File: src/rtl/chirp_pkg.sv
// rtl/chirp_pkg.sv - state encoding, chirp direction codes and SF-to-N helper shared by the chirp frame sequencer
package chirp_pkg;

  typedef enum logic [2:0] {
    ST_IDLE,
    ST_PREAMBLE,
    ST_SYNC,
    ST_DOWN,
    ST_QDOWN,
    ST_WAIT_SYM,
    ST_PAYLOAD,
    ST_DONE
  } state_t;

  localparam int   SF7_BASE    = 7;
  localparam int   SF_MAX_CODE = 5;
  localparam logic DIR_UP      = 1'b0;
  localparam logic DIR_DOWN    = 1'b1;

  // Codes beyond SF12 fold back to SF7.
  function automatic int unsigned sf_to_n(input int unsigned sf);
    int unsigned s;
    s = (sf > SF_MAX_CODE) ? 32'd0 : sf;
    return 32'd1 << (SF7_BASE + s);
  endfunction

endpackage

File: src/rtl/chirp_sample_counter.sv
// rtl/chirp_sample_counter.sv - per-chirp sample index with end-of-chirp detect against a programmable limit
module chirp_sample_counter #(
  parameter int IDX_BITWIDTH = 12
) (
  input  logic                    i_clk,
  input  logic                    i_rst_n,
  input  logic                    i_clear,
  input  logic                    i_tick,
  input  logic [IDX_BITWIDTH-1:0] i_limit,
  output logic [IDX_BITWIDTH-1:0] o_idx,
  output logic                    o_last
);

  assign o_last = i_tick && (o_idx == i_limit);

  always_ff @(posedge i_clk or negedge i_rst_n) begin
    if (!i_rst_n) begin
      o_idx <= '0;
    end else if (i_clear) begin
      o_idx <= '0;
    end else if (i_tick) begin
      o_idx <= o_last ? '0 : o_idx + IDX_BITWIDTH'(1);
    end
  end

endmodule

File: src/rtl/chirp_frame_sequencer.sv
// rtl/chirp_frame_sequencer.sv - sequences preamble, sync, down and payload chirps of one frame
// Optional quarter downchirp after the two downchirps: define CHIRP_QUARTER_DOWN_EN.
module chirp_frame_sequencer
  import chirp_pkg::*;
#(
  parameter int SF_BITWIDTH   = 3,
  parameter int IDX_BITWIDTH  = 12,
  parameter int NSYM_BITWIDTH = 8,
  parameter int PREAMBLE_LEN  = 8,
  parameter int SYNC_OFF0     = 8,
  parameter int SYNC_OFF1     = 16
) (
  input  logic                     i_clk,
  input  logic                     i_rst_n,
  input  logic                     i_start_n,
  input  logic [SF_BITWIDTH-1:0]   i_sf_config,
  input  logic [NSYM_BITWIDTH-1:0] i_num_symbols,
  input  logic                     i_sample_tick_n,
  input  logic [IDX_BITWIDTH-1:0]  i_sym_data,
  input  logic                     i_sym_valid,
  output logic                     o_sym_ready,
  output logic                     o_tick_run_n,
  output logic                     o_chirp_dir,
  output logic [IDX_BITWIDTH-1:0]  o_chirp_offset,
  output logic [IDX_BITWIDTH-1:0]  o_sample_idx,
  output logic                     o_busy,
  output logic                     o_done_n
);

  state_t                    state;
  logic [SF_BITWIDTH-1:0]    sf_q;
  logic [NSYM_BITWIDTH-1:0]  sym_left;
  logic [3:0]                chirp_cnt;
  logic                      chirp_state;
  logic                      tick;
  logic                      last;
  logic [IDX_BITWIDTH-1:0]   limit;
  int unsigned               n_samples;

  // Ticks only count while a chirp is being played out.
  assign chirp_state = state inside {ST_PREAMBLE, ST_SYNC, ST_DOWN, ST_QDOWN, ST_PAYLOAD};
  assign tick        = chirp_state && !i_sample_tick_n;
  assign n_samples   = sf_to_n(32'(sf_q));

  always_comb begin
    limit = IDX_BITWIDTH'(n_samples - 32'd1);
`ifdef CHIRP_QUARTER_DOWN_EN
    if (state == ST_QDOWN) limit = IDX_BITWIDTH'((n_samples >> 2) - 32'd1);
`endif
  end

  chirp_sample_counter #(.IDX_BITWIDTH(IDX_BITWIDTH)) u_sample_counter (
    .i_clk   (i_clk),
    .i_rst_n (i_rst_n),
    .i_clear (state == ST_IDLE),
    .i_tick  (tick),
    .i_limit (limit),
    .o_idx   (o_sample_idx),
    .o_last  (last)
  );

  always_ff @(posedge i_clk or negedge i_rst_n) begin
    if (!i_rst_n) begin
      state          <= ST_IDLE;
      sf_q           <= '0;
      sym_left       <= '0;
      chirp_cnt      <= '0;
      o_sym_ready    <= 1'b0;
      o_tick_run_n   <= 1'b1;
      o_chirp_dir    <= DIR_UP;
      o_chirp_offset <= '0;
      o_busy         <= 1'b0;
      o_done_n       <= 1'b1;
    end else begin
      case (state)
        ST_IDLE: if (!i_start_n) begin
          state          <= ST_PREAMBLE;
          sf_q           <= i_sf_config;
          sym_left       <= i_num_symbols;
          chirp_cnt      <= '0;
          o_busy         <= 1'b1;
          o_tick_run_n   <= 1'b0;
          o_chirp_dir    <= DIR_UP;
          o_chirp_offset <= '0;
        end
        ST_PREAMBLE: if (last) begin
          chirp_cnt <= chirp_cnt + 4'd1;
          if (chirp_cnt == 4'(PREAMBLE_LEN - 1)) begin
            state          <= ST_SYNC;
            chirp_cnt      <= '0;
            o_chirp_offset <= IDX_BITWIDTH'(SYNC_OFF0);
          end
        end
        ST_SYNC: if (last) begin
          if (chirp_cnt == 4'd0) begin
            chirp_cnt      <= 4'd1;
            o_chirp_offset <= IDX_BITWIDTH'(SYNC_OFF1);
          end else begin
            state          <= ST_DOWN;
            chirp_cnt      <= '0;
            o_chirp_dir    <= DIR_DOWN;
            o_chirp_offset <= '0;
          end
        end
        ST_DOWN: if (last) begin
          chirp_cnt <= chirp_cnt + 4'd1;
          if (chirp_cnt == 4'd1) begin
            chirp_cnt <= '0;
`ifdef CHIRP_QUARTER_DOWN_EN
            state     <= ST_QDOWN;
          end
        end
        ST_QDOWN: if (last) begin
          begin
`endif
            o_tick_run_n <= 1'b1;
            o_chirp_dir  <= DIR_UP;
            if (sym_left == '0) begin
              state    <= ST_DONE;
              o_busy   <= 1'b0;
              o_done_n <= 1'b0;
            end else begin
              state       <= ST_WAIT_SYM;
              o_sym_ready <= 1'b1;
            end
          end
        end
        ST_WAIT_SYM: if (i_sym_valid && o_sym_ready) begin
          state          <= ST_PAYLOAD;
          o_sym_ready    <= 1'b0;
          o_tick_run_n   <= 1'b0;
          o_chirp_dir    <= DIR_UP;
          o_chirp_offset <= i_sym_data;
        end
        ST_PAYLOAD: if (last) begin
          sym_left     <= sym_left - NSYM_BITWIDTH'(1);
          o_tick_run_n <= 1'b1;
          if (sym_left == NSYM_BITWIDTH'(1)) begin
            state    <= ST_DONE;
            o_busy   <= 1'b0;
            o_done_n <= 1'b0;
          end else begin
            state       <= ST_WAIT_SYM;
            o_sym_ready <= 1'b1;
          end
        end
        ST_DONE: begin
          o_done_n <= 1'b1;
          // A start held low across the frame must not launch a second one.
          if (i_start_n) state <= ST_IDLE;
        end
        default: state <= ST_IDLE;
      endcase
    end
  end

endmodule

File: config.mk
export PLATFORM = sky130hd
export DESIGN_NAME = chirp_frame_sequencer
export DESIGN_NICKNAME = d
export VERILOG_FILES = /design/src/rtl/chirp_pkg.sv /design/src/rtl/chirp_sample_counter.sv /design/src/rtl/chirp_frame_sequencer.sv
export SDC_FILE = /design/constraint.sdc
export NUM_CORES = 1
export LEC_CHECK = 0
export BUFFER_PORTS_ARGS = -buffer_cell sky130_fd_sc_hd__buf_4
export CAP_MARGIN = 0
export CORE_UTILIZATION = 45
export DETAILED_ROUTE_END_ITERATION = 16
export PLACE_DENSITY_LB_ADDON = 0.12
export SLEW_MARGIN = 20
export SYNTH_ARGS = -nofsm -noshare
export SYNTH_HDL_FRONTEND = slang
export SYNTH_SLANG_ARGS = --single-unit
export TNS_END_PERCENT = 10
File: constraint.sdc
create_clock -name i_clk -period 3.4 [get_ports i_clk]
set_input_delay 0.68 -clock i_clk [delete_from_list [all_inputs] [get_ports i_clk]]
set_output_delay 0.68 -clock i_clk [all_outputs]
set_load 0.02 [all_outputs]
==> metrics.md, run 1 <==
| Metric | Value |
|---|---|
| Largest net degree at the start of global routing | 48 |
| Clk slew on worst S/H paths | ~0.1 ns |
| Leak pwr | roughly 1.8 nW |
| Relative slew slack | 0.516 |
| Clk sinks | 47 |
| Detail Route Antenna Nets | 0 |
| First-pass GRT wire length | 14.8 mm |
| Post-synth EDFFs | 0 |
| Yosys warnings | 0 |
| Pwr per Cell Area | between 400 and 500 mW/mm2 |
| Final hold vios | 0 |
| Critical Path Source | sf_q[1]$_DFFE_PN0P_ |
| Synthesized area | around 0.0033 mm2 |
| Mapped Cells | 380 |
| Die area | just under 0.008 mm2 |
| Area leader, netlist | dfrtp_1 |
| CP endpoint kind | flip-flop |
| DRC Markers | 0 |
| Die H | roughly 88 um |
| Maximum capacitance violations | 0 |
| Crit path DAT | 3.38 ns |
| GRT Total Usage | 0.247 |
| Clock latency on the worst-skew pair | a little over 0.3 ns |
| WS Path Type | flip-flop to flip-flop |
| Area share of the largest cell type after synthesis | 0.341 |
| Most common cell in the netlist | dfrtp_1 |
| Outcome | finished clean |
| Initial antenna violation count | 0 |
| Slowest stage delay, CP | approximately 0.54 ns |
| Die W | approximately 88 um |
| Layout cells sized above 1 | 0.211 |
| Peak supply drop | around 240 uV |
| Grt ovf | 0 |
| Tot Pwr | 1.89 mW |
| Final setup fails | 0 |
| Fmax | roughly 310 MHz |
| Synth Register Bits | 47 |
| Starting Density | 0.476 |
| Worst Hold Class | input port to async pin |
| Antenna diodes | 0 |
| CTS Root Cell | clkbuf_8 |
| Avg WL per Cell | roughly 16 um |
| Worst Max-Slew Pin Slew | 0.725 ns |
| Initial DRC Count | between 100 and 150 |
| PortBufs | 56 |
| Min Clock Period, post-route | about 3.2 ns |
| TritonCTS clock tree | built |
| Distinct cells, synth | 67 |
| Clock buffer count from CTS | 5 |
| Nets@finish | ~480 |
| Critical Path RT | 3.60 ns |
| Drt pass-1 iters | 5 |
| RSZ-0062 raised after global routing | no |
| Via-to-Cell Ratio | a little over 6 |
| Routed wire length | just under 9 mm |
| Skew final | ~0.0094 ns |
| Synth Area per Inst | between 8 and 9 um2 |
| Max clock buf depth | 2 |
| CP Cell Sequence | inv_1 > ha_1 > xnor2_1 > or4_4 > nor3_2 > nand3_2 > a2111o_1 > a21oi_1 > mux2_2 |
| CP Launch Type | flip-flop |
| Max FO, Critical Path | 9 |
| HPWL Detailed | between 6 and 7 mm |
| Top cells by area, synth | dfrtp_1 34%, ha_1 4.5%, a22o_1 4.0% |
| Final setup TNS | 0 ns |
| Asr flop ratio synth | 1.00 |
| Worst reg2reg startpoint | sf_q[1]$_DFFE_PN0P_ |
| Area grow syn2layout | 20.5% |
| Vias in the first global route | 3095 |
| Num rows | 30 |
| Gpl congestion | 0.889 |
| Core Region | 0.00694 mm2 |
| Post-synth top cells | 45 x dfrtp_1, 32 x nor2_1, 26 x a21oi_1, 23 x nor3_1, 23 x o21ai_0 |
| Final Max Slew Viols | 0 |
| Vias | 3222 |
| R2R Setup Slk | 0.22 ns |
| IO Count | 57 |
| Post-synth top flop | dfrtp_1 |
| Seq/Total Area, Yosys | 0.357 |
| Period utilization | 0.934 |
| Highest-delay cell along the critical path | or4_4 |
| Post-Synthesis Net Count | around 420 |
| Fillers | between 600 and 700 |
| CTS HTree Levels | 2 |
final timing paths:
check,end,cells after the start
max in group asynchronous,sym_left[0]$_DFFE_PN0P_,1
worst min register to register,o_chirp_offset[7]$_DFFE_PN0P_,1
worst min-delay path,sf_q[0]$_DFFE_PN0P_,1
worst max-delay path,chirp_cnt[0]$_DFFE_PN0P_,9
worst max register to register,chirp_cnt[0]$_DFFE_PN0P_,9
min in group i_clk,o_chirp_offset[7]$_DFFE_PN0P_,1
stage by stage:
stage	util	worst slack (ns)	instance area (um2)	hold WS (ns)	cells
floorplan	-	0.414	3300	0.384	380
global placement	0.554	0.314	3850	0.491	524
detailed placement	0.554	0.237	3850	0.495	524
CTS	0.571	0.162	3960	0.395	532
global route	0.573	0.00573	3980	0.411	532
finish	0.573	0.223	3980	0.382	532
layout by cell type (no fill, tap or decap), drive strengths merged, types with 3 or more instances in the layout:
cell type / Yosys / routed
nand2b: 11 / 11
o31ai: 7 / 7
nand4: 5 / 5
and3: 5 / 5
inv: 12 / 13
a31o: 4 / 4
nor3b: 3 / 3
xor2: 3 / 3
nand3b: 3 / 3
o21ai: 24 / 24
clkbuf: 11 / 5
nand2: 18 / 18
o21a: 3 / 3
a31oi: 5 / 5
o22ai: 6 / 6
ha: 12 / 12
or3: 7 / 7
buf: 8 / 67
and2: 7 / 7
nor4: 5 / 5
o211ai: 3 / 3
o2bb2ai: 3 / 3
nor3: 24 / 24
a21oi: 26 / 26
nor2b: 4 / 4
nor4b: 7 / 7
nor2: 32 / 32
a22o: 15 / 15
dfrtp: 45 / 45
nand3: 14 / 14
a21o: 7 / 7
critical path, delay by kind of cell (launching register included):
family,cells,cell delay [ns]
AND/OR/NAND/NOR,3,0.82
AO/OA/AOI/OAI,2,0.70
buffers and inverters,1,0.12
adder cells (fa/ha/maj),1,0.41
flip-flops,1,0.49
multiplexers,1,0.37
XOR/XNOR,1,0.16
flip-flops by register name, indices dropped and copies added (netlist names):
signal and flops:
o_busy 1, o_chirp_offset 12, o_chirp_dir 1, u_sample_counter.o_idx 12
o_done_n 1, state 3, o_tick_run_n 1, sf_q 3
chirp_cnt 4, o_sym_ready 1, sym_left 8
cell families after synthesis:
| group | after synthesis | synth area share |
|---|---|---|
| simple gates | 151 | 0.248 |
| compound gates | 129 | 0.278 |
| flops | 47 | 0.357 |
| buf+inv | 32 | 0.0424 |
| fa+ha+maj | 13 | 0.0515 |
| xor+xnor | 5 | 0.0133 |
| mux | 3 | 0.00947 |
layout make-up:
type,instances,area (um2),area share
multi-input cells,301,2000,0.503
flip-flops and latches,47,1180,0.296
repair buffers,67,515,0.129
well taps,96,120,0.0302
clock buffers,5,68.8,0.0173
inverters,13,48.8,0.0123
clock inverters,3,46.3,0.0116
power breakdown:
part | switching, mW | internal, mW
Combinational | 0.409 | 0.294
Sequential | 0.114 | 0.640
Clock | 0.214 | 0.222
per-layer routing:
layer,vias up,routed length [um],part of all wire,track usage
met5,-,0,0,0
met4,0,215,0.024,0.0924
met3,20,410,0.047,0.0415
met2,101,4150,0.47,0.403
met1,1557,4000,0.46,0.329
li1,1544,-,-,-
repair_timing:
item                       in CTS  in global routing
resized for setup               0                  4
hold endpoints to repair        0                  0
buffers inserted                0                  0
hold buffers                    0                  0
setup endpoints to repair       0                 22
(Power assumes the default switching activity.)
==> run 2, diff against run 1 <==
Settings changed: SYNTH_HIERARCHICAL set to 1.
==> run 2 against run 1 <==
  * The run now ends with setup timing left
  * Design area grew 1.8%
  * Critical path depth grew 8
  * First-iteration DRC count up 6.1%
  * Final cell count is 0.19% higher
  * Non-clock buffer count up 11
  * Hold slack lost 0.0064 ns
  * Register-to-register slack got worse by 0.33 ns
  * Synthesized cell count decreased by 1.8%
  * Clock power increased by 15%
  * Setup slack worse by 0.33 ns
  * Via count fell by 7.6%
  * Die area fell by 2.6%
  * Critical endpoint is now o_busy$_DFFE_PN0P_
==> metrics.md, run 2 <==
| Metric | Value |
|---|---|
| WS Path Type | flip-flop to flip-flop (unchanged) |
| Antenna diodes | 0 (unchanged) |
| Period utilization | 1.03 (was 0.934) |
| Min Clock Period, post-route | 3.50 ns (was 3.18 ns) |
| Synth Area per Inst | 8.62 um2 (was 8.69 um2) |
| Distinct cells, synth | 68 (was 67) |
| Worst Max-Slew Pin Slew | 0.821 ns (was 0.725 ns) |
| Outcome | finished with violations (was finished clean) |
| CTS HTree Levels | 2 (unchanged) |
| Core Region | 0.00683 mm2 (was 0.00694 mm2) |
| Top flop regs | o_chirp_offset (12), u_sample_counter/o_idx (12), sym_left (8) (was o_chirp_offset (12), u_sample_counter.o_idx (12), sym_left (8)) |
| Area share of the largest cell type after synthesis | 0.350 (was 0.341) |
| Met3 Wirelength | 496 um (was 410 um) |
| Maximum capacitance violations | 0 (unchanged) |
| Met2 Wirelength | 4.07 mm (was 4.15 mm) |
| CP bufs+invs | 2 (was 1) |
| Final setup fails | 4 (was 0) |
| Reg2reg end | o_busy$_DFFE_PN0P_ (was chirp_cnt[0]$_DFFE_PN0P_) |
| DRC Markers | 0 (unchanged) |
| Post-synth top cells | 65 x nand2_1, 45 x dfrtp_1, 33 x o21ai_0, 17 x inv_1, 17 x xnor2_1 (was 45 x dfrtp_1, 32 x nor2_1, 26 x a21oi_1, 23 x nor3_1, 23 x o21ai_0) |
| Crit path DAT | 3.71 ns (was 3.38 ns) |
| PortBufs | 56 (unchanged) |
| Seq/Total Area, Yosys | 0.367 (was 0.357) |
| Yosys warnings | 6 (was 0) |
| Met1 WL | 3.74 mm (was 4.00 mm) |
| Worst reg2reg startpoint | sf_q[1]$_DFFE_PN0P_ (unchanged) |
| Clk sinks | 47 (unchanged) |
| Max FO, Critical Path | 5 (was 9) |
| Post-synth EDFFs | 0 (unchanged) |
| TritonCTS clock tree | built (unchanged) |
| Die H | 86.5 um (was 87.7 um) |
| Synth Register Bits | 47 (unchanged) |
| Relative slew slack | 0.450 (was 0.516) |
| Slowest stage delay, CP | 0.42 ns (was 0.54 ns) |
| Synthesized area | 0.00322 mm2 (was 0.00330 mm2) |
| IO Count | 57 (unchanged) |
| Vias in the first global route | 2930 (was 3095) |
| CP Cell Sequence | and2_4 > o21bai_4 > ha_4 > o21ai_4 > and2_4 > a21oi_2 > a211oi_2 > xnor2_1 > nand4_1 > nor4_4 > buf_4 > and4bb_1 > a311oi_2 > and4_1 > buf_6 > nand3_2 > a31o_1 (was inv_1 > ha_1 > xnor2_1 > or4_4 > nor3_2 > nand3_2 > a2111o_1 > a21oi_1 > mux2_2) |
| Initial antenna violation count | 0 (unchanged) |
| Max clock buf depth | 2 (unchanged) |
| Register-to-Register Path Depth | 17 (was 9) |
| Clock buffer count from CTS | 5 (unchanged) |
| R2R Setup Slk | -0.10 ns (was 0.22 ns) |
| Avg WL per Cell | 15.8 um (was 16.5 um) |
| CP Launch Type | flip-flop (unchanged) |
| Highest-delay cell along the critical path | dfrtp_1 (was or4_4) |
| Area grow syn2layout | 26.0% (was 20.5%) |
| GRT Total Usage | 0.231 (was 0.247) |
| Vias | 2978 (was 3222) |
| Hold slack final | 0.375 ns (was 0.382 ns) |
| Largest net degree at the start of global routing | 48 (unchanged) |
| CTS Root Cell | clkbuf_8 (unchanged) |
| Gpl congestion | 0.865 (was 0.889) |
| Worst setup margin | -0.103 ns (was 0.223 ns) |
| Post-synth top flop | dfrtp_1 (unchanged) |
| Layout cells sized above 1 | 0.288 (was 0.211) |
| Mapped Cells | 373 (was 380) |
| Die W | 86.5 um (was 87.7 um) |
| Pwr per Cell Area | 380 mW/mm2 (was 476 mW/mm2) |
| Top cells by area, synth | dfrtp_1 35%, nand2_1 7.6%, o21ai_0 5.1% (was dfrtp_1 34%, ha_1 4.5%, a22o_1 4.0%) |
| Worst Hold Class | input port to async pin (unchanged) |
| Skew final | 0.00886 ns (was 0.00945 ns) |
| Peak supply drop | 210 uV (was 235 uV) |
| Clk slew on worst S/H paths | 0.09 ns (was 0.10 ns) |
| Critical Path RT | 3.60 ns (about the same) |
| Die area | 0.00749 mm2 (was 0.00769 mm2) |
| Starting Density | 0.471 (was 0.476) |
| Clock latency on the worst-skew pair | 0.31 ns (about the same) |
| Drt pass-1 iters | 5 (unchanged) |
| CP top delay family | simple AND/OR/NAND/NOR gates (unchanged) |
| RSZ-0062 raised after global routing | yes (was no) |
| First-pass GRT wire length | 13.7 mm (was 14.8 mm) |
| Routed wire length | 8.43 mm (was 8.78 mm) |
| Tot Pwr | 1.54 mW (was 1.89 mW) |
| Nets@finish | 474 (was 476) |
| Most used cell, CP | and2_4 |
| Detail Route Antenna Nets | 0 (unchanged) |
| HPWL Detailed | 5.51 mm (was 6.17 mm) |
| Failing checks | setup timing |
| Leak pwr | 1.74 nW (was 1.76 nW) |
| Asr flop ratio synth | 1.00 (unchanged) |
| Via-to-Cell Ratio | 5.59 (was 6.06) |
| Area leader, netlist | dfrtp_1 (unchanged) |
| Num rows | 30 (unchanged) |
| Pre-CTS setup slack | -0.0898 ns (was 0.237 ns) |
| Fillers | 620 (was 672) |
| Commonest non-fill, non-tap cell in the layout | buf_4 (unchanged) |
| Most frequent cells in the layout | 72 x buf_4, 64 x nand2_1, 45 x dfrtp_1 (was 66 x buf_4, 45 x dfrtp_1, 32 x nor2_1) |
| Most common cell in the netlist | nand2_1 (was dfrtp_1) |
| Grt ovf | 0 (unchanged) |
| Fmax | 285 MHz (was 315 MHz) |
| Final hold vios | 0 (unchanged) |
| Initial DRC Count | 157 (was 148) |
| Max Used Layer | met4 (unchanged) |
| CP endpoint kind | flip-flop (unchanged) |
| Final Max Slew Viols | 0 (unchanged) |
==> run 2: changes by cell type after synthesis, moves of 9 or more <==
cell | previous run | this run
nand2_1 | 18 | 65
nor2_1 | 32 | 14
xnor2_1 | 2 | 17
a22o_1 | 15 | 1
a21oi_1 | 26 | 15
o21ai_0 | 23 | 33
nor3_1 | 23 | 14
==> run 2: repair_timing <==
| item | in CTS | in global routing |
|---|---|---|
| setup endpoints to repair | 5 | 29 |
| setup buffers | 8 | 1 |
| endpoints found under the hold margin | 0 | 0 |
| resized for setup | 6 | 16 |
| hold buffers | 0 | 0 |
| cloned | 1 | 0 |
| pin swaps | 11 | 13 |
==> run 2: layout make-up <==
type                            count  area (um2)  area share
Inverter                           18        67.6      0.0167
Sequential cell                    47        1180       0.291
Multi-Input combinational cell    286        1950       0.481
Clock inverter                      3        67.6      0.0167
Clock buffer                        5        68.8      0.0170
Timing Repair Buffer               78         602       0.149
Tap cell                           96         120      0.0296
==> run 2: cells by family after synthesis <==
kind of cell,synth area share
buffers and inverters,0.0634
AND/OR/NAND/NOR,0.278
other,0.00117
XOR/XNOR,0.0599
AO/OA/AOI/OAI,0.174
flip-flops,0.367
multiplexers,0.0160
adder cells (fa/ha/maj),0.0412
==> run 2: layer usage <==
layer  up-vias  GRT usage
met5         -          0
met4         0     0.0848
met3        15     0.0371
met2       104      0.374
met1      1422      0.313
li1       1437          -
==> run 2: worst max path at each step <==
stage                             start              endpoint  slack, ns  cells after the start
global placement    sf_q[1]$_DFFE_PN0P_  state[0]$_DFFE_PN0P_       0.05                     16
CTS                 sf_q[1]$_DFFE_PN0P_    o_busy$_DFFE_PN0P_      -0.08                     17
floorplan           sf_q[1]$_DFFE_PN0P_  state[0]$_DFFE_PN0P_      -0.12                     19
finish              sf_q[1]$_DFFE_PN0P_    o_busy$_DFFE_PN0P_      -0.10                     17
detailed placement  sf_q[1]$_DFFE_PN0P_  state[0]$_DFFE_PN0P_      -0.09                     16
global route        sf_q[1]$_DFFE_PN0P_    o_busy$_DFFE_PN0P_      -0.24                     17
==> run 2: report_power, final <==
group          internal, mW  total, mW  switching (mW)  leakage [nW]
Sequential            0.598      0.687          0.0887         0.608
Clock                 0.293      0.500           0.207        0.0644
Combinational         0.173      0.354           0.181          1.07
==> run 2: through the flow <==
step                      instances  setup TNS, ns  cell area, um2   util
after floorplan                 375         -0.407            3290      -
after global placement          515              0            3770  0.552
after detailed placement        515         -0.294            3770  0.552
after CTS                       532         -0.264            4000  0.586
after global routing            533          -1.04            4050  0.593
final                           533         -0.299            4050  0.593
==> run 3, diff against run 2 <==
Settings changed: PLACE_DENSITY set to 0.66, PLACE_DENSITY_LB_ADDON 0.12 to unset, SETUP_SLACK_MARGIN set to 0.15.
==> run 3 against run 2 <==
  * The run still ends with setup timing left
  * Die area stayed put
  * Final cell count fell by 0.19%
  * Clock skew is 0.00090 ns lower
  * Via count is 0.10% higher
  * Fmax up 1.1%
  * Largest power group unchanged
==> metrics.md, run 3 (synthesis gave the netlist of run 2 again) <==
| Metric | Value |
|---|---|
| Met3 usage | 0.0429 (was 0.0371) |
| Tot Pwr | 1.40 mW (was 1.54 mW) |
| Drt pass-1 iters | 4 (was 5) |
| CTS Root Cell | clkbuf_8 (unchanged) |
| M1 GR Usage | 0.297 (was 0.313) |
| Worst setup margin | -0.0655 ns (was -0.103 ns) |
| Sequential Power Share | 0.487 (was 0.446) |
| GR Util met2 | 0.356 (was 0.374) |
| Core Region | 0.00683 mm2 (unchanged) |
| Logic pwr share | 0.248 (was 0.230) |
| Min Clock Period, post-route | 3.47 ns (was 3.50 ns) |
| Num rows | 30 (unchanged) |
| Clk slew on worst S/H paths | 0.10 ns (was 0.09 ns) |
| Critical Path RT | 3.60 ns (about the same) |
| DRC Markers | 0 (unchanged) |
| Finished Layout Cells | 532 (was 533) |
| Initial antenna violation count | 0 (unchanged) |
| Period utilization | 1.02 (was 1.03) |
| GRT Total Usage | 0.220 (was 0.231) |
| CP Launch Type | flip-flop (unchanged) |
| Final setup TNS | -0.190 ns (was -0.299 ns) |
| CTS HTree Levels | 2 (unchanged) |
| Most used routing layer | met2 (unchanged) |
| Routed wire length | 8.00 mm (was 8.43 mm) |
| Final Max Slew Viols | 0 (unchanged) |
| IO Count | 57 (unchanged) |
| Detail Route Antenna Nets | 0 (unchanged) |
| Worst Hold Class | input port to async pin (unchanged) |
| Final setup fails | 4 (unchanged) |
| Most used cell, CP | buf_6 (was and2_4) |
| Vias | 2981 (was 2978) |
| Grt ovf | 0 (unchanged) |
| Failing checks | setup timing (unchanged) |
| Clock share of power | 0.265 (was 0.325) |
| Nets@finish | 473 (was 474) |
| Inst Count DP | 516 (was 515) |
| Leak pwr | 1.72 nW (was 1.74 nW) |
| Vias in the first global route | 2821 (was 2930) |
| Outcome | finished with violations (unchanged) |
| Maximum capacitance violations | 0 (unchanged) |
| Initial DRC Count | 140 (was 157) |
| Clk sinks | 47 (unchanged) |
| Layout cells sized above 1 | 0.291 (was 0.288) |
| Final Util | 0.587 (was 0.593) |
| HPWL Detailed | 5.55 mm (was 5.51 mm) |
| Hold Buf Count CTS | 0 (unchanged) |
| Switch Pwr | 0.469 mW (was 0.476 mW) |
| CP Cell Sequence | and2_4 > o21bai_4 > ha_4 > buf_6 > o21ai_2 > nand3_1 > o21ai_1 > xnor2_1 > nand4_1 > nor4_4 > and4bb_1 > a311oi_2 > and4_4 > buf_6 > nand3_2 > a31o_1 (was and2_4 > o21bai_4 > ha_4 > o21ai_4 > and2_4 > a21oi_2 > a211oi_2 > xnor2_1 > nand4_1 > nor4_4 > buf_4 > and4bb_1 > a311oi_2 > and4_1 > buf_6 > nand3_2 > a31o_1) |
| Most frequent cells in the layout | 73 x buf_4, 64 x nand2_1, 44 x dfrtp_1 (was 72 x buf_4, 64 x nand2_1, 45 x dfrtp_1) |
| Relative slew slack | 0.590 (was 0.450) |
| RSZ-0062 raised after global routing | yes (unchanged) |
| First-pass GRT wire length | 13.1 mm (was 13.7 mm) |
| Internal power | 0.934 mW (was 1.06 mW) |
| Die H | 86.5 um (unchanged) |
| Starting Density | 0.471 (unchanged) |
| Die W | 86.5 um (unchanged) |
| CP top delay family | simple AND/OR/NAND/NOR gates (unchanged) |
| Final hold vios | 0 (unchanged) |
| Top flop regs | o_chirp_offset (12), u_sample_counter/o_idx (12), sym_left (8) (unchanged) |
| Avg WL per Cell | 15.0 um (was 15.8 um) |
| Skew final | 0.00796 ns (was 0.00886 ns) |
| Largest net degree at the start of global routing | 48 (unchanged) |
| Crit path DAT | 3.66 ns (was 3.71 ns) |
| CP bufs+invs | 2 (unchanged) |
| Slowest stage delay, CP | 0.40 ns (was 0.42 ns) |
| Commonest non-fill, non-tap cell in the layout | buf_4 (unchanged) |
| PortBufs | 56 (unchanged) |
| Sw Ratio | 0.334 (was 0.309) |
| TritonCTS clock tree | built (unchanged) |
| Clock latency on the worst-skew pair | 0.31 ns (about the same) |
| Max clock buf depth | 2 (unchanged) |
| Pwr per Cell Area | 350 mW/mm2 (was 380 mW/mm2) |
| Worst Max-Slew Pin Slew | 0.610 ns (was 0.821 ns) |
| Max FO, Critical Path | 6 (was 5) |
| Die area | 0.00749 mm2 (unchanged) |
| Highest-delay cell along the critical path | dfrtp_1 (unchanged) |
| Gpl congestion | 0.895 (was 0.865) |
| WS Path Type | flip-flop to flip-flop (unchanged) |
| Clock buffer count from CTS | 5 (unchanged) |
| Antenna diodes | 0 (unchanged) |
| Via-to-Cell Ratio | 5.60 (was 5.59) |
| Fmax | 289 MHz (was 285 MHz) |
| Area grow syn2layout | 24.6% (was 26.0%) |
| Peak supply drop | 179 uV (was 210 uV) |
| CP endpoint kind | flip-flop (unchanged) |
run 3: worst reg2reg max path, stage by stage (launching register included):
cell and delay (ns):
dfrtp_1 0.40, and2_4 0.15, o21bai_4 0.19, ha_4 0.20
buf_6 0.12, o21ai_2 0.12, nand3_1 0.09, o21ai_1 0.10
xnor2_1 0.14, nand4_1 0.18, nor4_4 0.39, and4bb_1 0.27
a311oi_2 0.33, and4_4 0.29, buf_6 0.13, nand3_2 0.06
a31o_1 0.22
run 3: worst paths after layout:
check,slack (ns),depth (start not counted),startpoint,end
setup / recovery,-0.07,16,sf_q[1]$_DFFE_PN0P_,o_busy$_DFFE_PN0P_
hold / removal,0.38,1,i_rst_n,u_sample_counter/o_idx[7]$_DFFE_PN0P_
setup reg to reg,-0.07,16,sf_q[1]$_DFFE_PN0P_,o_busy$_DFFE_PN0P_
hold reg to reg,0.49,2,o_chirp_offset[2]$_DFFE_PN0P_,o_chirp_offset[2]$_DFFE_PN0P_
max in group asynchronous,2.58,1,i_rst_n,sf_q[0]$_DFFE_PN0P_
min in group i_clk,0.49,2,o_chirp_offset[2]$_DFFE_PN0P_,o_chirp_offset[2]$_DFFE_PN0P_
run 3: final cells by class:
type	instances	area [um2]
Fill cell	624	2820
Multi-Input combinational cell	286	1950
Sequential cell	47	1180
Timing Repair Buffer	77	587
Tap cell	96	120
Clock buffer	6	82.6
Inverter	18	67.6
Clock inverter	2	16.3
run 3: timing repair:
action                                  4_1_cts  5_1_grt
resized for setup                             9       14
endpoints found under the setup margin        5       29
buffers inserted                              5        2
pin swaps                                    14       13
cloned                                        1        0
run 3: metal layers:
metal,up-vias,routed length (um)
met5,-,0
met3,11,455
met2,96,3840
met4,0,98
li1,1437,-
met1,1437,3600
run 3: power groups by stage:
stage / registers (mW) / logic [mW] / clock network [mW]
CTS: 0.683 / 0.343 / 0.379
global route: 0.691 / 0.383 / 0.400
detailed placement: 0.694 / 0.330 / 0
finish: 0.683 / 0.348 / 0.372
floorplan: 0.716 / 0.169 / 0
global placement: 0.694 / 0.327 / 0
run 3: stage by stage:
step / area, um2 / hold WS, ns / worst slack [ns]
global route: 4010 / 0.429 / -0.242
CTS: 3960 / 0.409 / -0.0341
global placement: 3780 / 0.463 / 0.107
finish: 4010 / 0.383 / -0.0655
floorplan: 3290 / 0.384 / -0.115
detailed placement: 3780 / 0.473 / -0.0163
